## src/rtl/alt_ddrx_odt_gen_mr_pkg.sv

```systemverilog
// Shared constants and helpers for the multi-rank ODT generator.
package alt_ddrx_odt_gen_mr_pkg;

  // ODT turn-on lead (mem clocks) ahead of write data.
  localparam int unsigned ODT_TAOND     = 2;
  // Extra mem clocks added to the burst to form the ODT window.
  localparam int unsigned ODT_WIN_EXTRA = 2;

  // Mem clocks added by the optional PHY output register stage.
  function automatic int unsigned odt_regd_offset(input int unsigned regd,
                                                  input int unsigned ratio);
    if (regd == 0) return 0;
    return (ratio == 4) ? 2 : 1;
  endfunction

  // LSB of the CS-bit map field that belongs to target rank 'rank'.
  function automatic int unsigned odt_map_lsb(input int unsigned rank,
                                              input int unsigned cs);
    return rank * cs;
  endfunction

endpackage

```

## src/rtl/alt_ddrx_odt_rank_timer.sv

```systemverilog
// Per-rank ODT window timer: max-merging remaining-mem-clock counter plus
// a combinational start term so a window can assert in its start cycle.
module alt_ddrx_odt_rank_timer
  import alt_ddrx_odt_gen_mr_pkg::*;
#(
  parameter int unsigned DWIDTH_RATIO = 2,
  parameter int unsigned CNT_W        = 4
) (
  input  logic             ctl_clk,
  input  logic             ctl_reset_n,
  input  logic             start,
  input  logic             start_phase,
  input  logic [CNT_W-1:0] length,
  output logic             odt_l,
  output logic             odt_h
);

  localparam int unsigned      PHASES = DWIDTH_RATIO / 2;
  localparam logic [CNT_W-1:0] STEP   = CNT_W'(PHASES);

  logic [CNT_W-1:0] r_cnt;
  logic [CNT_W-1:0] w_rem;
  logic [CNT_W-1:0] w_new;
  logic [CNT_W-1:0] w_cnt_nxt;
  logic             w_phase;

  // Remaining mem clocks after this cycle; a start merges by taking the max.
  always_comb begin
    w_phase   = (PHASES > 1) ? start_phase : 1'b0;
    w_rem     = (r_cnt > STEP) ? (r_cnt - STEP) : '0;
    w_new     = length - (STEP - CNT_W'(w_phase));
    w_cnt_nxt = w_rem;
    if (start && (w_new > w_rem)) w_cnt_nxt = w_new;
  end

  // Counter register; r_cnt counts mem clocks from phase 0 of the current cycle.
  always_ff @(posedge ctl_clk or negedge ctl_reset_n) begin
    if (!ctl_reset_n) r_cnt <= '0;
    else              r_cnt <= w_cnt_nxt;
  end

  // Output = start term OR hold term; phase 1 needs two remaining mem clocks.
  always_comb begin
    odt_l = (start && !w_phase) || (r_cnt != '0);
    odt_h = odt_l;
    if (PHASES > 1) odt_h = start || (r_cnt > CNT_W'(1));
  end

endmodule

```

## src/rtl/alt_ddrx_odt_gen_mr.sv

```systemverilog
// Multi-rank, multi-rate ODT generator: latency register, command delay
// pipe with write/read taps, map decode and one window timer per rank.
module alt_ddrx_odt_gen_mr
  import alt_ddrx_odt_gen_mr_pkg::*;
#(
  parameter int unsigned DWIDTH_RATIO       = 2,
  parameter int unsigned MEM_IF_CS_WIDTH    = 2,
  parameter int unsigned MEMORY_BURSTLENGTH = 8,
  parameter int unsigned ADD_LAT_BUS_WIDTH  = 3,
  parameter int unsigned TCL_BUS_WIDTH      = 4,
  parameter int unsigned CTL_OUTPUT_REGD    = 0
) (
  input  logic                                       ctl_clk,
  input  logic                                       ctl_reset_n,
  input  logic [TCL_BUS_WIDTH-1:0]                   mem_tcl,
  input  logic [ADD_LAT_BUS_WIDTH-1:0]               mem_add_lat,
  input  logic [MEM_IF_CS_WIDTH*MEM_IF_CS_WIDTH-1:0] cfg_write_odt_chip,
  input  logic [MEM_IF_CS_WIDTH*MEM_IF_CS_WIDTH-1:0] cfg_read_odt_chip,
  input  logic                                       do_write,
  input  logic                                       do_read,
  input  logic [MEM_IF_CS_WIDTH-1:0]                 to_chip,
  output logic [MEM_IF_CS_WIDTH-1:0]                 int_odt_l,
  output logic [MEM_IF_CS_WIDTH-1:0]                 int_odt_h
);

  localparam int unsigned CS      = MEM_IF_CS_WIDTH;
  localparam int unsigned TW      = TCL_BUS_WIDTH + 1;
  localparam int unsigned IDX_W   = TCL_BUS_WIDTH;
  localparam int unsigned DEPTH   = 2 ** TCL_BUS_WIDTH;
  localparam int unsigned HALF    = (DWIDTH_RATIO == 4) ? 1 : 0;
  localparam int unsigned REGD    = odt_regd_offset(CTL_OUTPUT_REGD, DWIDTH_RATIO);
  localparam int unsigned WIN_LEN = MEMORY_BURSTLENGTH / 2 + ODT_WIN_EXTRA;
  localparam int unsigned CNT_W   = $clog2(WIN_LEN + 2) + 1;

  logic [TW-1:0]    r_int_tcwl;
  logic [TW-1:0]    w_tcwl_sum;
  logic [TW-1:0]    w_s_wr, w_s_rd, w_d_wr, w_d_rd;
  logic             w_ph_wr, w_ph_rd;
  logic [IDX_W-1:0] w_idx_wr, w_idx_rd;
  logic [CS-1:0]    w_tgt_low, w_wr_now, w_rd_now;
  logic [CS-1:0]    w_wr_tap, w_rd_tap;
  logic [CS-1:0]    w_wr_stage [DEPTH];
  logic [CS-1:0]    w_rd_stage [DEPTH];
  logic [CS-1:0]    w_wr_col   [CS];
  logic [CS-1:0]    w_rd_col   [CS];

  // Unsigned sum of the latency terms, wide enough not to overflow.
  always_comb begin
    w_tcwl_sum = TW'(mem_tcl) + TW'(mem_add_lat) + TW'(REGD);
  end

  // Registered write latency, floored at zero.
  always_ff @(posedge ctl_clk or negedge ctl_reset_n) begin
    if (!ctl_reset_n)           r_int_tcwl <= '0;
    else if (w_tcwl_sum != '0)  r_int_tcwl <= w_tcwl_sum - TW'(1);
    else                        r_int_tcwl <= '0;
  end

  // Start offsets in mem clocks, split into ctl-cycle delay and start phase.
  always_comb begin
    w_s_wr   = (r_int_tcwl >= TW'(ODT_TAOND))     ? (r_int_tcwl - TW'(ODT_TAOND))     : '0;
    w_s_rd   = (r_int_tcwl >= TW'(ODT_TAOND - 1)) ? (r_int_tcwl - TW'(ODT_TAOND - 1)) : '0;
    w_d_wr   = w_s_wr >> HALF;
    w_d_rd   = w_s_rd >> HALF;
    w_ph_wr  = (HALF == 1) ? w_s_wr[0] : 1'b0;
    w_ph_rd  = (HALF == 1) ? w_s_rd[0] : 1'b0;
    w_idx_wr = (w_d_wr > TW'(DEPTH - 1)) ? IDX_W'(DEPTH - 1) : IDX_W'(w_d_wr);
    w_idx_rd = (w_d_rd > TW'(DEPTH - 1)) ? IDX_W'(DEPTH - 1) : IDX_W'(w_d_rd);
  end

  // Command entry: lowest target rank, write wins over a simultaneous read.
  always_comb begin
    w_tgt_low = to_chip & (~to_chip + CS'(1));
    w_wr_now  = (do_write && ctl_reset_n) ? w_tgt_low : '0;
    w_rd_now  = (do_read && !do_write && ctl_reset_n) ? w_tgt_low : '0;
  end

  assign w_wr_stage[0] = w_wr_now;
  assign w_rd_stage[0] = w_rd_now;

  for (genvar k = 1; k < DEPTH; k++) begin : g_pipe
    logic [CS-1:0] r_wr;
    logic [CS-1:0] r_rd;

    // One ctl cycle of command delay per stage.
    always_ff @(posedge ctl_clk or negedge ctl_reset_n) begin
      if (!ctl_reset_n) begin
        r_wr <= '0;
        r_rd <= '0;
      end else begin
        r_wr <= w_wr_stage[k-1];
        r_rd <= w_rd_stage[k-1];
      end
    end

    assign w_wr_stage[k] = r_wr;
    assign w_rd_stage[k] = r_rd;
  end

  // Tap the stage whose command starts its ODT window this cycle.
  always_comb begin
    w_wr_tap = w_wr_stage[w_idx_wr];
    w_rd_tap = w_rd_stage[w_idx_rd];
  end

  // Transpose the maps: column r lists which targets make rank r drive ODT.
  for (genvar r = 0; r < CS; r++) begin : g_col
    for (genvar i = 0; i < CS; i++) begin : g_bit
      assign w_wr_col[r][i] = cfg_write_odt_chip[odt_map_lsb(i, CS) + r];
      assign w_rd_col[r][i] = cfg_read_odt_chip[odt_map_lsb(i, CS) + r];
    end
  end

  for (genvar r = 0; r < CS; r++) begin : g_rank
    logic             w_start_wr, w_start_rd, w_start, w_phase;
    logic [CNT_W-1:0] w_len;

    // Merge coincident write/read starts into one window covering both.
    always_comb begin
      w_start_wr = |(w_wr_tap & w_wr_col[r]);
      w_start_rd = |(w_rd_tap & w_rd_col[r]);
      w_start    = w_start_wr || w_start_rd;
      w_phase    = w_start_wr ? w_ph_wr : w_ph_rd;
      w_len      = CNT_W'(WIN_LEN);
      if (w_start_wr && w_start_rd) begin
        w_phase = w_ph_wr & w_ph_rd;
        if (w_ph_wr != w_ph_rd) w_len = CNT_W'(WIN_LEN + 1);
      end
    end

    alt_ddrx_odt_rank_timer #(
      .DWIDTH_RATIO (DWIDTH_RATIO),
      .CNT_W        (CNT_W)
    ) u_timer (
      .ctl_clk     (ctl_clk),
      .ctl_reset_n (ctl_reset_n),
      .start       (w_start),
      .start_phase (w_phase),
      .length      (w_len),
      .odt_l       (int_odt_l[r]),
      .odt_h       (int_odt_h[r])
    );
  end

endmodule

```

## config.mk

```make
export PLATFORM = sky130hd
export DESIGN_NAME = alt_ddrx_odt_gen_mr
export DESIGN_NICKNAME = d
export VERILOG_FILES = /design/src/rtl/alt_ddrx_odt_gen_mr_pkg.sv /design/src/rtl/alt_ddrx_odt_rank_timer.sv /design/src/rtl/alt_ddrx_odt_gen_mr.sv
export SDC_FILE = /design/constraint.sdc
export NUM_CORES = 1
export LEC_CHECK = 0
export CAP_MARGIN = 5
export CORE_MARGIN = 2
export CORE_UTILIZATION = 53
export DETAILED_ROUTE_END_ITERATION = 10
export PLACE_DENSITY = 0.76
export SLEW_MARGIN = 20
export SYNTH_ARGS = -nofsm -noshare
export SYNTH_HDL_FRONTEND = slang
export SYNTH_HIERARCHICAL = 1
export SYNTH_SLANG_ARGS = --single-unit
```

## constraint.sdc

```tcl
create_clock -name ctl_clk -period 3.8 [get_ports ctl_clk]
set_clock_uncertainty 0.2 [all_clocks]
set_input_delay 0.76 -clock ctl_clk [delete_from_list [all_inputs] [get_ports ctl_clk]]
set_output_delay 0.76 -clock ctl_clk [all_outputs]
set_load 0.02 [all_outputs]
```

# After elaboration in Yosys (flattened, before gate mapping)

Index checks and enable logic that the tools add are counted.

Register bits after elaboration: 73
Input bits: 21
Output and inout bits: 4

Add/subtract/negate cells: 7
Order comparisons: 10
Mux-type cells: 17
Bitwise logic cells: 8
Reductions and logical operators: 17

Operators with widths:

| kind                  | number |
|---|---|
| $mux W4               | 6 |
| $bmux W2 S4           | 2 |
| $mux W5               | 3 |
| $mux W2               | 6 |
| $and A2 B2 Y2         | 5 |
| $ge A5 B5 Y1 const B  | 2 |
| $gt A5 B4 Y1 const B  | 2 |
| $not A4 Y5            | 2 |
| $sub A5 B1 Y5 const B | 2 |
| $gt A3 B4 Y1 const A  | 2 |
| $gt A4 B1 Y1 const B  | 2 |
| $reduce_bool A4 Y1    | 2 |
| $reduce_or A2 Y1      | 4 |
| $sub A4 B1 Y4 const B | 2 |
| $add A4 B3 Y5         | 1 |
| $ge A5 B1 Y1 const B  | 1 |
| $ge A5 B2 Y1 const B  | 1 |
| $logic_and A1 B1 Y1   | 5 |
| $reduce_bool A5 Y1    | 1 |
| $sub A5 B2 Y5 const B | 1 |
| $logic_or A1 B1 Y1    | 4 |
| $add A2 B1 Y2 const B | 1 |
| $not A2 Y2            | 1 |
| $logic_not A1 Y1      | 1 |

# Depth between registers and ports, before layout

Gate-level depths: netlist (run 1).

Depth after elaboration: 13
Gate-level depth with buffers: 15
Mapped depth without buffers: 13

# Cells and area by module

The synthesis (run 1) kept the hierarchy.

By module, submodules not included:

| module                  | times used | cells each | area an instance (um^2) | sequential area each (um^2) |
|---|---|---|---|---|
| alt_ddrx_odt_gen_mr     | 1          | 243        | 2,942.8                 | 1,626.6 |
| alt_ddrx_odt_rank_timer | 2          | 42         | 412.9                   | 100.1 |

# Worst setup path after synthesis (run 1)

No wires, ideal clock.

Path type: reg2out
Start point: register r_int_tcwl[0]
End point: output int_odt_l[1]
Arrival: 3,267 ps
Required time: 2,840 ps
Slack: -427 ps
Cell stages (with the launch flop): 15
Path buffers: 3
Cell sequence: dfrtp_1 buf_2 inv_1 ha_1 nand2b_1 and3_1 buf_6 nor3_4 mux2_2 a221oi_2 a22oi_1 a22o_1 a211o_1 nand3b_1 buf_4

Cells in the longest elaborated chain, start to end: 12
Elaborated cells between the ends (all ways): 24
Those cells by class: 2 x add/sub; 4 x order compare; 10 x mux; 4 x bitwise; 4 x reduce/logical

Ends and longest elaborated chain:

| item                                        | RTL line                                               | source |
|---|---|---|
| from (decl)                                 | alt_ddrx_odt_gen_mr.sv:35                              | `logic [TW-1:0] r_int_tcwl;` |
| from (signal assigned)                      | alt_ddrx_odt_gen_mr.sv:55                              | `else if (w_tcwl_sum != '0) r_int_tcwl <= w_tcwl_sum - TW'(1);` |
| $sub A5 B2 Y5, or another cell as far along | alt_ddrx_odt_gen_mr.sv:61                              | `w_s_wr = (r_int_tcwl >= TW'(ODT_TAOND)) ? (r_int_tcwl - TW'(ODT_TAOND)) : '0;` |
| $mux W5 (on tied branches)                  | alt_ddrx_odt_gen_mr.sv:61, alt_ddrx_odt_gen_mr.sv:62   |  |
| $gt A5 B4 Y1 (on tied branches)             | alt_ddrx_odt_gen_mr.sv:67, alt_ddrx_odt_gen_mr.sv:68   |  |
| $mux W4 (on tied branches)                  | alt_ddrx_odt_gen_mr.sv:67, alt_ddrx_odt_gen_mr.sv:68   |  |
| $not A4 Y5 (on tied branches)               | alt_ddrx_odt_gen_mr.sv:102, alt_ddrx_odt_gen_mr.sv:103 |  |
| $bmux W2 S4 (on tied branches)              | alt_ddrx_odt_gen_mr.sv:102, alt_ddrx_odt_gen_mr.sv:103 |  |
| $mux W2 (on tied branches) (2 in a row)     | alt_ddrx_odt_gen_mr.sv:102, alt_ddrx_odt_gen_mr.sv:103 |  |
| $and A2 B2 Y2 (on tied branches)            | alt_ddrx_odt_gen_mr.sv:120, alt_ddrx_odt_gen_mr.sv:121 |  |
| $reduce_or A2 Y1 (on tied branches)         | alt_ddrx_odt_gen_mr.sv:120, alt_ddrx_odt_gen_mr.sv:121 |  |
| $logic_or A1 B1 Y1 *                        | alt_ddrx_odt_gen_mr.sv:122                             | `w_start = w_start_wr \|\| w_start_rd;` |
| net g_rank[1].w_start                       | alt_ddrx_odt_gen_mr.sv:115                             | `logic w_start_wr, w_start_rd, w_start, w_phase;` |
| $logic_or A1 B1 Y1 *                        | alt_ddrx_odt_rank_timer.sv:44                          | `odt_l = (start && !w_phase) \|\| (r_cnt != '0);` |
| to (decl)                                   | alt_ddrx_odt_gen_mr.sv:22                              | `output logic [MEM_IF_CS_WIDTH-1:0] int_odt_l,` |

The timed path passes the listed nets; every way through them passes the cells marked *. The select of a mux whose other input is x is not followed.

# Worst setup path after layout (run 1)

Start point: register r_int_tcwl[1]
End point: output int_odt_l[1]

The elaborated chain is that of the path after synthesis.

==> qor.csv, run 1 <==
metric,value,unit
status,"complete, but fails checks",
violations,negative setup slack,
slowest_delay,0.42,ns
synth-seq-area-share,0.485,
end_kind,output pin,
gr-usage-all-layers,0.249,
setup_slack,-0.475,ns
start_util,0.552,
final_core_util,0.738,
ctsHtreeMaxLevel,3,
multi_input_area,2100,um^2
grt_pass1_vias,3017,
synth.most_common_cell,dfrtp_1,
dieArea,7800,um^2
clkTransAtPathRegs,0.07,ns
grt_max_degree,69,
crit_fanout,4,
drv_cap,0,
synthCells,327,
ys_top_cells_by_count,"dfrtp_1 (73), ha_1 (23), inv_1 (23)",
synth_area_per_cell,11.5,um^2
hold_path_class,primary input to async pin,
io_pins,25,
ir_worst_vdd,0.000512,V
ant_nets,0,
synth_top_area_frac,0.485,
layout-drive-gt1-share,0.333,
crit_slowest_cell,dfrtp_1,
crit_path_frequent_cell,buf_6,
power_leakage,2.42,nW
area_delta_synth_final,33.7,%
finalCritPeriodShare,1.12,
ys_types,70,
hpwl,6.33,mm
cts_sinks,73,
avgRoutedWirePerCell,16.4,um
p_total,3.31,mW
max_freq,234,MHz
grt-ovfl-total,0,
core_area,6830,um^2
timing.hold.ws,0.146,ns
postCtsHoldBufs,0,
worstPathArrival,3.31,ns
die_h,88.3,um
slew_headroom,0.450,
placed_area,4530,um^2
synth_top_cell_by_area,dfrtp_1,
setup_violations,4,
synth-async-reset-ratio,1.00,
nFillCells,447,
wirelength,8.75,mm
drtPass1Iterations,5,
critical_path.startpoint_type,register,
ys.flop_type,dfrtp_1,
antenna_cells,0,
netlist_top_cells_area,"dfrtp_1 (48%), ha_1 (7.6%), mux2i_1 (3.7%), inv_1 (2.3%), a21oi_1 (2.3%)",
cts_root_buf,clkbuf_8,
ys_warn_count,6,
final_nets,479,
viasPerCell,5.51,
drtIter0Drc,159,
rsz0062_at_grt,yes,
ys_ff_latch,73,
drc,0,
cts_tree,yes,
grt_pass1_wl,14.6,mm
synthesis.area,3770,um^2
worstPathRequired,2.84,ns
cts_inserted_buffers,9,
worstSkewPairLatency,0.34,ns
slew_violations,0,
power_density,657,nW/um^2
crit_type,register to output pin,
crit_chain,"inv_2, buf_6, ha_1, nand2b_1, and3_4, buf_4, a21o_4, a221oi_2, a211oi_2, a21o_1, o211a_1, a211o_1, nand3b_1, buf_6",
antenna_found_initial,0,
gp_congestion,0.906,
stdcell_area,5040,um^2
fin_crit,4.27,ns
portBuffers,24,
die_x,88.3,um
vias,2945,
synth-edff-count,0,
clock_path_buffers,2,
row_count,30,
finalHoldViolCount,0,
worst_pin_slew,0.816,ns
register_area,1830,um^2
finalSetupTns,-1.85,ns
[registers in the layout, indices dropped and copies added, names as in the netlist]
| signal | flops |
|---|---|
| g_pipe.r_rd | 30 |
| g_rank.u_timer/r_cnt | 8 |
| g_pipe.r_wr | 30 |
| r_int_tcwl | 5 |
[layer usage]
metal  vias up  wire length, um  GRT usage
met4         0              131     0.0730
met5         -                0          0
met3        12              458     0.0578
li1       1388                -          -
met1      1459             3730      0.331
met2        86             4430      0.410
[layout by cell type (no fill, tap or decap), types with 4 or more instances in the layout]
| cell type | netlist | final |
|---|---|---|
| inv_1 | 23 | 20 |
| mux2_4 | 2 | 6 |
| xnor2_1 | 7 | 7 |
| a21oi_2 | 2 | 4 |
| mux2i_1 | 14 | 12 |
| ha_1 | 23 | 20 |
| nor2_1 | 16 | 15 |
| conb_1 | 2 | 16 |
| a221oi_2 | 1 | 4 |
| clkdlybuf4s50_1 | 0 | 19 |
| nor3_1 | 8 | 8 |
| nand2_1 | 21 | 18 |
| nand3_1 | 6 | 6 |
| buf_4 | 3 | 59 |
| a21oi_4 | 2 | 4 |
| buf_6 | 1 | 10 |
| nand2b_1 | 9 | 8 |
| o21ai_0 | 7 | 6 |
| clkbuf_8 | 0 | 10 |
| dfrtp_1 | 73 | 73 |
| clkinv_2 | 0 | 4 |
| a21oi_1 | 17 | 13 |
| nand4_1 | 4 | 4 |
[final cells by class]
type,count,area share
tap,96,0.0238
clock buffer,11,0.0281
inverter,23,0.0171
clock inverter,4,0.00397
timing repair buffer,88,0.148
sequential,73,0.362
multi-input combinational,239,0.417
[power breakdown]
| part | total (mW) | leakage, nW | internal, mW | switching, mW |
|---|---|---|---|---|
| logic | 1.89 | 1.36 | 0.980 | 0.907 |
| registers | 0.914 | 0.978 | 0.855 | 0.0594 |
| clock network | 0.512 | 0.0887 | 0.247 | 0.265 |
[cell families after synthesis]
group,after synthesis,synth area share
adder cells (fa/ha/maj),24,0.0817
XOR/XNOR,9,0.0229
AO/OA/AOI/OAI,73,0.148
buffers and inverters,29,0.0345
other,2,0.00199
AND/OR/NAND/NOR,89,0.138
multiplexers,28,0.0880
flip-flops,73,0.485
[what timing repair did]
action                                  CTS  global route
gates cloned                              0             0
resized for setup                        50            21
buffers inserted                          9             6
pin swaps                                11            10
endpoints found under the setup margin    4             4
[critical path: cells and delay by family (launching register included)]
family | cells | cell delay (ns)
AO/OA/AOI/OAI | 6 | 1.27
AND/OR/NAND/NOR | 3 | 0.56
buffers and inverters | 4 | 0.52
flip-flops | 1 | 0.42
adder cells (fa/ha/maj) | 1 | 0.17
[stage by stage]
step / instances / worst slack, ns
final: 534 / -0.475
after detailed placement: 504 / -0.698
after CTS: 528 / -0.486
after floorplan: 341 / -0.244
after global routing: 534 / -0.627
after global placement: 504 / -0.617
[worst paths after layout]
check / startpoint / end / slack, ns / cells after the start
setup / recovery: r_int_tcwl[1]$_DFF_PN0_ / int_odt_l[1] / -0.47 / 14
hold / removal: ctl_reset_n / g_pipe[1].r_rd[0]$_DFF_PN0_ / 0.15 / 2
setup reg to reg: r_int_tcwl[1]$_DFF_PN0_ / g_rank[0].u_timer/r_cnt[3]$_DFF_PN0_ / 0.14 / 18
hold reg to reg: g_pipe[3].r_wr[1]$_DFF_PN0_ / g_pipe[4].r_wr[1]$_DFF_PN0_ / 0.17 / 0
max in group asynchronous: ctl_reset_n / g_pipe[2].r_rd[1]$_DFF_PN0_ / 2.41 / 2
min in group ctl_clk: g_pipe[3].r_wr[1]$_DFF_PN0_ / g_pipe[4].r_wr[1]$_DFF_PN0_ / 0.17 / 0
(Power assumes the default switching activity.)
==> inputs of run 2 (changes only) <==
Settings changed: CTS_CLUSTER_DIAMETER set to 200.
==> results of run 2 <==
No change in the layout: final DEF, timing and power equal those of run 1.
==> inputs of run 3 (changes only) <==
Settings changed: PLACE_DENSITY 0.76 to 0.88.
==> run 3 against run 2 <==
Sequential cell count unchanged. Critical path depth decreased by 1. Count of clock-buffer cells in the layout unchanged. Core utilization down 1.7 points. Global-route usage is 1.3 points higher. The flow still finishes with violations (negative setup slack). Sequential share of layout area increased by 0.88 points. Die area is the same. Final cell count shrank 0.56%. Worst hold slack improved by 0.029 ns. Largest power group unchanged. Largest cell class unchanged. Sequential power increased by 0.5%. Clock power grew 21%.
==> qor.csv, run 3 (synthesis gave the netlist of run 1 again) <==
metric,value,unit
status,"complete, but fails checks",
violations,negative setup slack,
crit_type,register to output pin,
ctsHtreeMaxLevel,3,
start_util,0.552,
worstSkewPairLatency,0.35,ns
cts_root_buf,clkbuf_8,
p_switching,1.25,mW
ir_worst_vdd,0.000450,V
portBuffers,24,
vias,3109,
nFillCells,439,
io_pins,25,
top_regs,"g_pipe.r_rd x30, g_pipe.r_wr x30, g_rank.u_timer/r_cnt x8",
slew_headroom,0.412,
crit_fanout,6,
die_h,88.3,um
final_nets,476,
die_x,88.3,um
ant_nets,0,
end_kind,output pin,
min_path_cells,0,
grt_pass1_wl,15.5,mm
avgRoutedWirePerCell,18.0,um
finalHoldViolCount,0,
gr-usage-all-layers,0.261,
p_total,3.32,mW
antenna_cells,0,
max_freq,230,MHz
cts_inserted_buffers,9,
row_count,30,
final_core_util,0.720,
setup_slack,-0.554,ns
ff2ff_setup_slack,0.19,ns
drtIter0Drc,377,
setup_violations,4,
layout-drive-gt1-share,0.299,
worst_pin_slew,0.882,ns
worstPathRequired,2.84,ns
reg2regPathDepth,15,
clkTransAtPathRegs,0.07,ns
register_area,1830,um^2
fin_cells,531,
power_leakage,2.39,nW
p_int,2.06,mW
combPwrFrac,0.536,
layout_commonest_cell,dfrtp_1,
drtPass1Iterations,5,
worstPathArrival,3.39,ns
clock_path_buffers,2,
hold_path_class,register to register,
rsz0062_at_grt,yes,
slew_violations,0,
critical_path.startpoint_type,register,
mostFrequentLayoutCells,"dfrtp_1 (73), buf_4 (60), ha_1 (21)",
timing.hold.ws,0.176,ns
power_density,674,nW/um^2
cts_tree,yes,
core_area,6830,um^2
grt_pass1_vias,3191,
finalCritPeriodShare,1.15,
postCtsHoldBufs,0,
multi_input_area,1990,um^2
fin_crit,4.35,ns
antenna_found_initial,0,
viasPerCell,5.85,
dieArea,7800,um^2
grt-ovfl-total,0,
cts_sinks,73,
finalSetupTns,-2.20,ns
wirelength,9.58,mm
pwr-share-clk,0.187,
p_sw_frac,0.378,
grt_max_degree,74,
drc,0,
gp_congestion,0.925,
hpwl,6.45,mm
seq_power_share,0.277,
drv_cap,0,
place_inst,510,
area_delta_synth_final,30.6,%
==> run 3: timing repair <==
| action | 4_1_cts | 5_1_grt |
|---|---|---|
| hold endpoints to repair | 0 | 0 |
| pin swaps | 8 | 7 |
| buffers inserted | 2 | 4 |
| gates resized for setup | 32 | 10 |
| setup endpoints to repair | 4 | 4 |
==> run 3: worst max-delay path, cell delays in order, from the launching register on <==
cell and delay (ns):
dfrtp_1 0.41, inv_2 0.10, ha_4 0.16, nor3b_4 0.28
a21oi_4 0.11, nor3_4 0.29, buf_6 0.16, mux2_4 0.30
o311ai_2 0.21, o211ai_1 0.17, a22o_1 0.22, a211o_1 0.26
nand3b_1 0.21, buf_6 0.16
==> run 3: metrics by stage <==
stage	setup WS, ns	area (um^2)
2_1_floorplan	-0.244	3860
3_3_place_gp	-0.535	4580
3_5_place_dp	-0.599	4580
4_1_cts	-0.439	4840
6_report	-0.554	4920
5_1_grt	-0.650	4920
==> run 3: power groups by stage <==
stage	clock network [mW]	registers, mW	logic, mW
after CTS	0.628	0.916	1.65
after global placement	0	0.921	1.53
final	0.620	0.919	1.78
after detailed placement	0	0.929	1.60
after global routing	0.663	0.928	1.90
after floorplan	0	0.919	1.10
==> run 3: worst paths after layout <==
kind | start | end
worst max-delay path | r_int_tcwl[1]$_DFF_PN0_ | int_odt_h[1]
worst min register to register | g_pipe[9].r_wr[1]$_DFF_PN0_ | g_pipe[10].r_wr[1]$_DFF_PN0_
worst min-delay path | g_pipe[9].r_wr[1]$_DFF_PN0_ | g_pipe[10].r_wr[1]$_DFF_PN0_
min in group asynchronous | ctl_reset_n | r_int_tcwl[4]$_DFF_PN0_
max in group asynchronous | ctl_reset_n | g_pipe[5].r_wr[0]$_DFF_PN0_
worst max register to register | r_int_tcwl[1]$_DFF_PN0_ | g_rank[1].u_timer/r_cnt[0]$_DFF_PN0_
==> run 3: cell type report <==
type | instances | area share
clock inverter | 4 | 0.0104
clock buffer | 11 | 0.0308
tap | 96 | 0.0244
timing repair buffer | 85 | 0.141
inverter | 23 | 0.0175
sequential | 73 | 0.371
multi-input combinational | 239 | 0.404
==> run 3: layer usage <==
metal / global-route usage / vias to the layer above / wire [um]
met5: 0 / - / 0
met4: 0.132 / 0 / 355
met3: 0.0494 / 36 / 649
met2: 0.444 / 174 / 4870
met1: 0.319 / 1518 / 3700
li1: - / 1381 / -
